==> src/rtl/result_bcd_converter.sv <==
// Sequential binary-to-BCD converter (shift-and-add-3, one bit per clock)
// with a start/ready/done handshake for the decimal display path.
module result_bcd_converter #(
  parameter int WIDTH  = 8,
  parameter int DIGITS = 3
) (
  input  logic                  Clock,
  input  logic                  Reset_b,
  input  logic                  start,
  input  logic [WIDTH-1:0]      data_in,
  output logic                  ready,
  output logic                  busy,
  output logic                  done,
  output logic [4*DIGITS-1:0]   bcd_out,
  output logic                  overflow
);

  localparam int BW = 4 * DIGITS;
  localparam int CW = $clog2(WIDTH + 1);

  typedef enum logic [1:0] {
    S_IDLE,
    S_CONV,
    S_DONE
  } state_t;

  state_t            state_q, state_d;
  logic [WIDTH-1:0]  shift_q, shift_d;
  logic [BW-1:0]     scratch_q, scratch_d;
  logic              ovf_q, ovf_d;
  logic [CW-1:0]     count_q, count_d;
  logic [BW-1:0]     bcd_q, bcd_d;
  logic              overflow_q, overflow_d;

  logic [BW-1:0]     adj;
  logic [BW-1:0]     step_scratch;
  logic              step_ovf;

  always_ff @(posedge Clock or negedge Reset_b) begin
    if (!Reset_b) begin
      state_q    <= S_IDLE;
      shift_q    <= '0;
      scratch_q  <= '0;
      ovf_q      <= 1'b0;
      count_q    <= '0;
      bcd_q      <= '0;
      overflow_q <= 1'b0;
    end else begin
      state_q    <= state_d;
      shift_q    <= shift_d;
      scratch_q  <= scratch_d;
      ovf_q      <= ovf_d;
      count_q    <= count_d;
      bcd_q      <= bcd_d;
      overflow_q <= overflow_d;
    end
  end

  always_comb begin
    state_d    = state_q;
    shift_d    = shift_q;
    scratch_d  = scratch_q;
    ovf_d      = ovf_q;
    count_d    = count_q;
    bcd_d      = bcd_q;
    overflow_d = overflow_q;

    // Per-digit +3 correction, no carry between digits
    adj = scratch_q;
    for (int unsigned k = 0; k < DIGITS; k++) begin
      if (adj[4*k +: 4] >= 4'd5) begin
        adj[4*k +: 4] = adj[4*k +: 4] + 4'd3;
      end
    end
    // Bit leaving the top digit is a carry into 10^DIGITS
    step_scratch = {adj[BW-2:0], shift_q[WIDTH-1]};
    step_ovf     = ovf_q | adj[BW-1];

    case (state_q)
      S_IDLE: begin
        if (start) begin
          state_d   = S_CONV;
          shift_d   = data_in;
          scratch_d = '0;
          ovf_d     = 1'b0;
          count_d   = CW'(WIDTH);
        end
      end
      S_CONV: begin
        shift_d   = shift_q << 1;
        scratch_d = step_scratch;
        ovf_d     = step_ovf;
        count_d   = count_q - 1'b1;
        if (count_q == CW'(1)) begin
          state_d    = S_DONE;
          bcd_d      = step_scratch;
          overflow_d = step_ovf;
        end
      end
      S_DONE: begin
        state_d = S_IDLE;
      end
      default: begin
        state_d = S_IDLE;
      end
    endcase
  end

  assign ready    = (state_q == S_IDLE);
  assign busy     = (state_q == S_CONV);
  assign done     = (state_q == S_DONE);
  assign bcd_out  = bcd_q;
  assign overflow = overflow_q;

endmodule

==> config.mk <==
export PLATFORM = sky130hd
export DESIGN_NAME = result_bcd_converter
export DESIGN_NICKNAME = d
export VERILOG_FILES = /design/src/rtl/result_bcd_converter.sv
export SDC_FILE = /design/constraint.sdc
export NUM_CORES = 1
export LEC_CHECK = 0
export BUFFER_PORTS_ARGS = -buffer_cell sky130_fd_sc_hd__buf_4
export CELL_PAD_IN_SITES_DETAIL_PLACEMENT = 1
export CELL_PAD_IN_SITES_GLOBAL_PLACEMENT = 1
export CORE_ASPECT_RATIO = 0.6
export CORE_MARGIN = 4
export CORE_UTILIZATION = 40
export CTS_CLUSTER_DIAMETER = 50
export DETAILED_ROUTE_END_ITERATION = 8
export PLACE_DENSITY_LB_ADDON = 0.1
export SYNTH_ARGS = -nofsm -noshare
export SYNTH_HDL_FRONTEND = slang
export SYNTH_SLANG_ARGS = --single-unit
==> constraint.sdc <==
create_clock -name Clock -period 1.4 [get_ports Clock]
set_input_delay 0.28 -clock Clock [delete_from_list [all_inputs] [get_ports Clock]]
set_output_delay 0.28 -clock Clock [all_outputs]
set_load 0.02 [all_outputs]
==> results.cfg, run 1 <==
[setup_path]
cp-end-kind = register
arrival_ns = 1.76
rr_worst_depth = 6
crit_chain = inv_2 -> ha_4 -> nand2b_4 -> a21oi_4 -> mux2i_2 -> a22o_1
worst_path_largest_cell_delay_ns = 0.40
worst_path_max_delay_cell = dfrtp_1
critPathKind = register to register
critPathRequiredTime_ns = 1.64
start_kind = register
cp_max_fo = 3

[final_layout]
nets = 278
fin_area_mm2 = 0.00298
num_antenna_cells = 0
multiInputGateArea_mm2 = 0.00114
area_growth_pct = 51.0
layout_common_cells = buf_4, dfrtp_1, nand2_1, o21ai_0, a21oi_1
fillers = 495
drive_gt1_share_pct = 51.2
seqCellArea_mm2 = 0.00101
utilization_pct = 63.9
layout_commonest_cell = buf_4

[floorplan]
die_height_um = 62.4
start_util_pct = 42.3
dieArea_mm2 = 0.00615
num_rows = 19
ioPinCount = 27
die_w_um = 98.6
fp.coreArea_mm2 = 0.00466

[detailed_routing]
wl_per_cell_um = 20.9
vias_per_cell = 5.56
ant_nets = 0
firstDrtPassIters = 4
wl_um = 6750
drcViolationCount = 0
via_count = 1795
first_iter_violations = 85

[grt]
grt_use_total_pct = 20.6
antenna_found_initial = 0
grt_start_max_net_pins = 41
grt_pass1_vias = 1808
overflow = 0
grt_pass1_wl_um = 9760

[power]
powerDensity_mw_per_mm2 = 2720
power_mw = 8.08
p_leak_nw = 1.31
ir_worst_vdd_v = 0.00136

[placement]
io_buffers = 26
dp_slack_ns = -0.214
placed_area_mm2 = 0.00239
place.gp.congestion = 0.761
dp_hpwl_um = 3710

[timing]
rsz0062_at_grt = true
setup_viol = 18
max_clock_freq_mhz = 656
timing.hold.ws_ns = 0.420
final_critical_path_setup_slack_ns = -0.124
worst_clock_skew_ns = 0.0105
max_slew.worst_pin.slew_ns = 0.543
fin_crit_sh_pct = 109
drv_slew = 0
fin_crit_ns = 1.52
finalHoldViolCount = 0
maxSlewHeadroom_pct = 63.8

[synth]
yosysUniqueCellTypes = 30
syn_area_per_cell_um2 = 10.4
synth_nets = 209
syn_inst = 190
ys_seq_area_share_pct = 50.8
synth_area_mm2 = 0.00197
ys_warn_count = 0
ys_seq_elements = 40

[min_path]
hold_path_depth = 4
hold_path_class = input pin to register

[clock_tree]
cts_made_buffers = 5
clock_sinks = 40
cts_buffer_depth = 2
cts_tree = done
htreeDepth = 2
clk_pin_slew_ns = 0.09
cts_root_buf = clkbuf_8
clkLatencyLatePin_ns = 0.30

[status]
status = finished, violations left
violations = negative setup slack

[flow_run]
drv_cap = 0
path summary, 6_finish.rpt:
path | to | startpoint | slack [ns]
min | shift_q[3] | data_in[3] | 0.42
min reg2reg | bcd_out[0] | bcd_out[0] | 0.49
max in group asynchronous | state_q[0] | Reset_b | 0.49
max reg2reg | scratch_q[2] | scratch_q[1] | -0.12
max | scratch_q[2] | scratch_q[1] | -0.12
min in group asynchronous | count_q[1] | Reset_b | 0.51
Yosys cell counts:
cell	n	area share, %
inv_1	9	1.7
mux2i_1	4	2.0
nand2_8	1	1.0
nand3b_1	1	0.38
a2bb2oi_1	1	0.44
or3b_2	3	1.3
nor3b_4	1	0.95
mux2_4	1	0.76
clkbuf_1	4	0.76
nand2_1	23	4.4
nand2b_4	1	0.70
inv_4	1	0.32
nor2_1	6	1.1
a22o_1	6	2.7
nor2b_1	2	0.63
buf_12	1	1.0
dfrtp_1	40	51
nand2b_1	4	1.3
inv_6	1	0.44
a21oi_1	16	4.1
ha_1	8	5.1
buf_2	2	0.51
mux2_2	4	2.3
a22o_2	1	0.51
nor3_1	4	1.0
nor3b_1	10	3.8
xnor2_1	3	1.3
o21bai_2	1	0.57
o21ai_0	28	7.1
a31oi_1	3	0.95
sequential cells by signal (all words and copies together) (netlist names):
register,flops
bcd_out,12
count_q,4
overflow,1
ovf_q,1
scratch_q,12
shift_q,8
state_q,2
critical path, delay by kind of cell (launching register included):
family                   cells  cell delay [ns]
multiplexers                 1             0.29
AO/OA/AOI/OAI                2             0.38
flip-flops                   1             0.40
adder cells (fa/ha/maj)      1             0.16
buffers and inverters        1             0.09
AND/OR/NAND/NOR              1             0.15
through the flow:
step,instances,TNS (ns)
floorplan,190,-0.414
global placement,297,-0.638
detailed placement,297,-2.30
CTS,317,-1.08
global route,323,-2.50
finish,323,-1.16
per-layer routing:
| metal | up-vias | GRT usage (%) | routed length [um] |
|---|---|---|---|
| met3 | 17 | 4.91 | 343 |
| li1 | 792 | - | - |
| met2 | 51 | 32.6 | 3280 |
| met5 | - | 0 | 0 |
| met1 | 935 | 27.3 | 2950 |
| met4 | 0 | 8.18 | 180 |
kinds of logic after synthesis:
kind of cell               after synthesis  share of synthesized area, %
muxes                                    9                          5.08
and+or+nand+nor                         56                          16.6
DFF                                     40                          50.8
adders and majority gates                8                          5.08
xor gates and xnor gates                 3                          1.33
buffers and inverters                   18                          4.76
AOI/OAI and AO/OA                       56                          16.3
final cells by class:
cell class	count	share of cell area, %
multi-input combinational	132	38.3
sequential	40	33.9
clock buffer	7	3.24
clock inverter	1	1.01
tap	63	2.65
timing repair buffer	69	18.9
inverter	11	2.06
report_power, final:
part           internal, mW  switching, mW  total [mW]  leakage [nW]
Combinational          2.38           2.34        4.72         0.748
Sequential             1.69          0.606        2.29         0.494
Clock                 0.630          0.438        1.07        0.0645
Total                  4.70           3.38        8.08          1.31
repair_timing:
item / CTS / global route
hold buffers: 1 / 0
buffers inserted: 11 / 7
setup endpoints to repair: 22 / 25
pin swaps: 9 / 8
hold endpoints to repair: 40 / 0
gates resized for setup: 51 / 33
(Power assumes the default switching activity.)
==> inputs of run 2 (changes only) <==
ABC_AREA = 1   (was not set)
CORE_UTILIZATION = 38   (was 40)
==> results.cfg, run 2 <==
[power]
p_leak_nw = 1.38
p_sw_mw = 3.20
power.internal_mw = 3.75
ir_worst_vdd_v = 0.00103
pwr-share-seq_pct = 30.3
powerDensity_mw_per_mm2 = 2540
p_clk_share_pct = 11.7
p_sw_share_pct = 46.1
combPwrFrac_pct = 57.9

[floorplan]
num_rows = 19
start_util_pct = 40.8
ioPinCount = 27
dieArea_mm2 = 0.00635
fp.coreArea_mm2 = 0.00475
die_w_um = 100
die_height_um = 63.4

[timing]
finalHoldViolCount = 0
timing.hold.ws_ns = 0.197
max_clock_freq_mhz = 721
rsz0062_at_grt = true
worst_clock_skew_ns = 0.00825
fin_crit_sh_pct = 99.1
drv_slew = 0
fin_crit_ns = 1.39
setup_viol = 0
maxSlewHeadroom_pct = 64.6
max_slew.worst_pin.slew_ns = 0.531

[placement]
placed_area_mm2 = 0.00225
io_buffers = 26
dp_hpwl_um = 3750
place.gp.congestion = 0.846
dp.cells = 324

[final_layout]
stdcell_count = 348
num_antenna_cells = 0
layout_common_cells = nand2_1, buf_4, dfrtp_1, nand3_1, inv_1
utilization_pct = 57.5
fin_area_mm2 = 0.00273
multiInputGateArea_um2 = 995
layout_commonest_cell = nand2_1
seqCellArea_mm2 = 0.00100
fillers = 560
area_growth_pct = 40.9
drive_gt1_share_pct = 38.2
nets = 303

[synth]
synth_area_mm2 = 0.00194
syn_area_per_cell_um2 = 8.36
synthTopCellsByCount = nand2_1, dfrtp_1, nand3_1
yosysMostFrequentCell = nand2_1
ys_seq_elements = 40
synth_edf_count = 0
ys_warn_count = 0
synth_area_leaders = dfrtp_1, nand2_1, nand3_1, ha_1, inv_1
yosysTopAreaCell = dfrtp_1
yosysUniqueCellTypes = 25
synth_ff_type = dfrtp_1
ys_seq_area_share_pct = 51.6
syn_inst = 232
ys_async_sr_fraction_pct = 100
synth_nets = 251
yosysTopAreaCellShare_pct = 51.6

[detailed_routing]
wl_um = 6030
wl_per_cell_um = 17.3
first_iter_violations = 94
vias_per_cell = 5.04
ant_nets = 0
firstDrtPassIters = 4
via_count = 1754
drcViolationCount = 0

[grt]
antenna_found_initial = 0
grt_start_max_net_pins = 41
overflow = 0
grt_use_total_pct = 18.7
grt_pass1_vias = 1794
grt_pass1_wl_um = 9280

[clock_tree]
cts_root_buf = clkbuf_8
clkLatencyLatePin_ns = 0.29
clock_sinks = 40
htreeDepth = 2
clk_pin_slew_ns = 0.08
cts_made_buffers = 5
cts_buffer_depth = 2
cts_tree = done

[setup_path]
cp-end-kind = register
r2r_start = scratch_q[1]
arrival_ns = 1.57
critPathRequiredTime_ns = 1.58
critPathKind = register to register
startpoint = scratch_q[1]
cp_max_fo = 4
start_kind = register

[flow_run]
drv_cap = 0

[min_path]
min_from = data_in[0]
hold_path_class = input pin to register

[status]
status = completed
==> run 2: cell types whose count changed after synthesis, sizes merged, moves of 5 or more <==
| cell | change |
|---|---|
| a21oi | -11 |
| a22o | -7 |
| inv | +15 |
| mux2 | -5 |
| nand2 | +63 |
| nand2b | -5 |
| nand3 | +30 |
| nor3b | -11 |
| o21ai | -13 |
==> run 2: what timing repair did <==
action / 4_1_cts / 5_1_grt
setup buffers: 5 / 9
gates resized for setup: 12 / 62
setup endpoints to repair: 9 / 34
endpoints found under the hold margin: 40 / 0
hold buffers: 1 / 0
cloned: 0 / 1
pin swaps: 2 / 14
==> run 2: area by class of cell <==
class	count	area share (%)
clock buffers	8	3.30
inverters	26	4.21
multi-input cells	161	36.4
flip-flops and latches	40	36.8
well taps	63	2.88
repair buffers	50	16.5
==> run 2: logic make-up after synthesis <==
family                   share of synthesized area (%)
AND/OR/NAND/NOR                                   27.6
flip-flops                                        51.6
buffers and inverters                             6.90
AO/OA/AOI/OAI                                     8.32
adder cells (fa/ha/maj)                           5.16
XOR/XNOR                                         0.451
==> run 2: worst max-delay path, cell delays in order, from the launching register on <==
cell	delay (ns)
dfrtp_1	0.40
inv_2	0.13
ha_4	0.16
inv_2	0.04
o21ai_4	0.23
nand2_4	0.12
nand3_1	0.13
nand2_1	0.06
==> run 2: power by group through the flow <==
stage | logic (mW) | registers [mW] | clock network (mW)
after floorplan | 1.74 | 2.21 | 0
after global placement | 2.88 | 2.07 | 0
after detailed placement | 3.00 | 2.08 | 0
after CTS | 3.19 | 2.06 | 0.828
after global routing | 4.43 | 2.18 | 0.900
final | 4.02 | 2.11 | 0.815
==> run 2: layer usage <==
metal  part of all wire, %  up-vias  track usage [%]
met4                  0.60        0             3.03
met1                    50      869             28.1
met5                     0        -                0
met2                    46       28             28.1
met3                   2.9        5             3.97
li1                      -      852                -
==> run 2: worst paths after layout <==
| path | cells after the start | end | slack (ns) |
|---|---|---|---|
| worst min-delay path | 3 | shift_q[0] | 0.20 |
| max in group asynchronous | 2 | state_q[1] | 0.48 |
| worst max-delay path | 7 | scratch_q[4] | 0.01 |
| worst max register to register | 7 | scratch_q[4] | 0.01 |
| min in group asynchronous | 2 | shift_q[2] | 0.52 |
| worst min register to register | 2 | shift_q[2] | 0.49 |
==> run 2: through the flow <==
stage	worst slack [ns]	power, mW	TNS [ns]
floorplan	0.115	3.95	0
global placement	-0.00784	4.94	-0.0164
detailed placement	-0.111	5.08	-0.473
CTS	0.00203	6.08	0
global route	-0.0701	7.51	-0.354
finish	0.0131	6.94	0
==> inputs of run 3 (changes only) <==
GPL_TIMING_DRIVEN = 0   (was not set)
==> results.cfg, run 3 (synthesis results as in run 2) <==
[clock_tree]
cts_tree = done
cts_root_buf = clkbuf_8
clkLatencyLatePin_ns = 0.30
cts_made_buffers = 5
cts_buffer_depth = 2
clock_sinks = 40
htreeDepth = 2
clk_pin_slew_ns = 0.09

[detailed_routing]
drcViolationCount = 0
first_iter_violations = 97
via_count = 1844
wl_per_cell_um = 16.9
firstDrtPassIters = 4
ant_nets = 0
vias_per_cell = 5.19
wl_um = 6010

[placement]
place.gp.congestion = 0.852
dp_hpwl_um = 3340
io_buffers = 26
dp.cells = 321
placed_area_mm2 = 0.00221

[final_layout]
fin_area_mm2 = 0.00279
seqCellArea_mm2 = 0.00100
fillers = 556
stdcell_count = 355
drive_gt1_share_pct = 40.1
multiInputGateArea_um2 = 998
area_growth_pct = 43.8
num_antenna_cells = 0
layout_common_cells = nand2_1, buf_4, dfrtp_1, nand3_1, inv_2
nets = 310
layout_commonest_cell = nand2_1

[timing]
max_clock_freq_mhz = 668
finalHoldViolCount = 0
setup_viol = 6
worst_clock_skew_ns = 0.00990
fin_crit_sh_pct = 107
rsz0062_at_grt = true
max_slew.worst_pin.slew_ns = 0.531
final_critical_path_setup_slack_ns = -0.0970
maxSlewHeadroom_pct = 64.6
drv_slew = 0
fin_crit_ns = 1.50

[setup_path]
critPathKind = register to register
cp_max_fo = 4
r2r-end = bcd_out[5]
r2r_start = scratch_q[4]
arrival_ns = 1.69
cp-end-kind = register
critPathRequiredTime_ns = 1.60
r2r_slack_ns = -0.1
start_kind = register
rr_worst_depth = 7

[floorplan]
die_w_um = 100
dieArea_mm2 = 0.00635
die_height_um = 63.4
fp.coreArea_mm2 = 0.00475
start_util_pct = 40.8
num_rows = 19
ioPinCount = 27

[flow_run]
drv_cap = 0

[grt]
grt_start_max_net_pins = 41
grt_busiest_layer = met2
antenna_found_initial = 0
grt_pass1_wl_um = 9060
grt_pass1_vias = 1782
overflow = 0
grt_use_met2_pct = 26.8
grtUsageMet1_pct = 26.5
gr-usage-met3_pct = 3.97
grt_use_total_pct = 18.1

[min_path]
hold_path_depth = 3
hold_path_class = input pin to register
min_from = data_in[0]
min_to = shift_q[0]

[power]
p_clk_share_pct = 13.5
combPwrFrac_pct = 56.8
pwr-share-seq_pct = 29.7
p_leak_nw = 1.40
powerDensity_mw_per_mm2 = 2560
p_sw_mw = 3.24
ir_worst_vdd_v = 0.00116
p_sw_share_pct = 45.3
power.internal_mw = 3.91

[status]
violations = negative setup slack
status = finished, violations left
run 3: cell types whose count changed in the layout (fill, tap and decap cells not counted), moves of 2 or more:
cell and delta:
buf_4 +5, inv_4 +2, nand2_4 +2, buf_12 -2, nand3_1 +2, buf_8 +2, inv_1 -2
run 3: power by group through the flow:
stage | combinational (mW) | clock [mW] | sequential [mW]
floorplan | 1.74 | 0 | 2.21
detailed placement | 2.79 | 0 | 2.09
finish | 4.06 | 0.966 | 2.12
global placement | 2.70 | 0 | 2.08
global route | 4.51 | 1.03 | 2.19
CTS | 3.15 | 0.976 | 2.06
run 3: critical path, cell delays in order, from the launching register on:
cell and delay [ns]:
dfrtp_1 0.43, inv_1 0.11, ha_1 0.17, inv_2 0.06, o21ai_4 0.24, nand3_1 0.17
nand3_1 0.15, nand2_1 0.06
run 3: stage by stage:
stage | setup WS (ns) | setup TNS (ns) | power, mW | hold WS [ns] | utilization [%]
after floorplan | 0.115 | 0 | 3.95 | -0.0156 | -
after global placement | -0.183 | -1.26 | 4.77 | 0.300 | 46.6
after detailed placement | -0.184 | -1.51 | 4.87 | 0.298 | 46.6
after CTS | -0.0186 | -0.0395 | 6.18 | 0.192 | 51.8
after global routing | -0.151 | -0.888 | 7.73 | 0.193 | 58.7
final | -0.0970 | -0.313 | 7.15 | 0.194 | 58.7
run 3: how the worst max path moves through the flow:
stage	endpoint	startpoint	slack, ns
2_1_floorplan	bcd_out[4]	count_q[1]	0.11
5_1_grt	bcd_out[5]	scratch_q[4]	-0.15
3_5_place_dp	bcd_out[4]	count_q[1]	-0.18
4_1_cts	busy	state_q[0]	-0.02
6_report	bcd_out[5]	scratch_q[4]	-0.1
3_3_place_gp	bcd_out[4]	count_q[1]	-0.18
run 3: area by class of cell:
class | instances | area share [%]
multi-input combinational | 161 | 35.8
tap | 63 | 2.83
buffer | 5 | 2.06
clock buffer | 6 | 2.60
clock inverter | 2 | 1.26
inverter | 26 | 3.86
sequential | 40 | 36.0
timing repair buffer | 52 | 15.7
run 3: routing by layer:
| metal | vias up | part of all wire, % |
|---|---|---|
| met5 | - | 0 |
| met4 | 0 | 1.4 |
| met3 | 9 | 5.0 |
| met2 | 54 | 47 |
| met1 | 913 | 47 |
| li1 | 868 | - |
run 3: timing repair:
| item | in CTS | in global routing |
|---|---|---|
| pin swaps | 5 | 18 |
| resized for setup | 18 | 59 |
| cloned | 0 | 1 |
| buffers inserted | 11 | 13 |
| endpoints found under the setup margin | 21 | 24 |
| hold endpoints to repair | 40 | 0 |
| hold buffers | 1 | 0 |
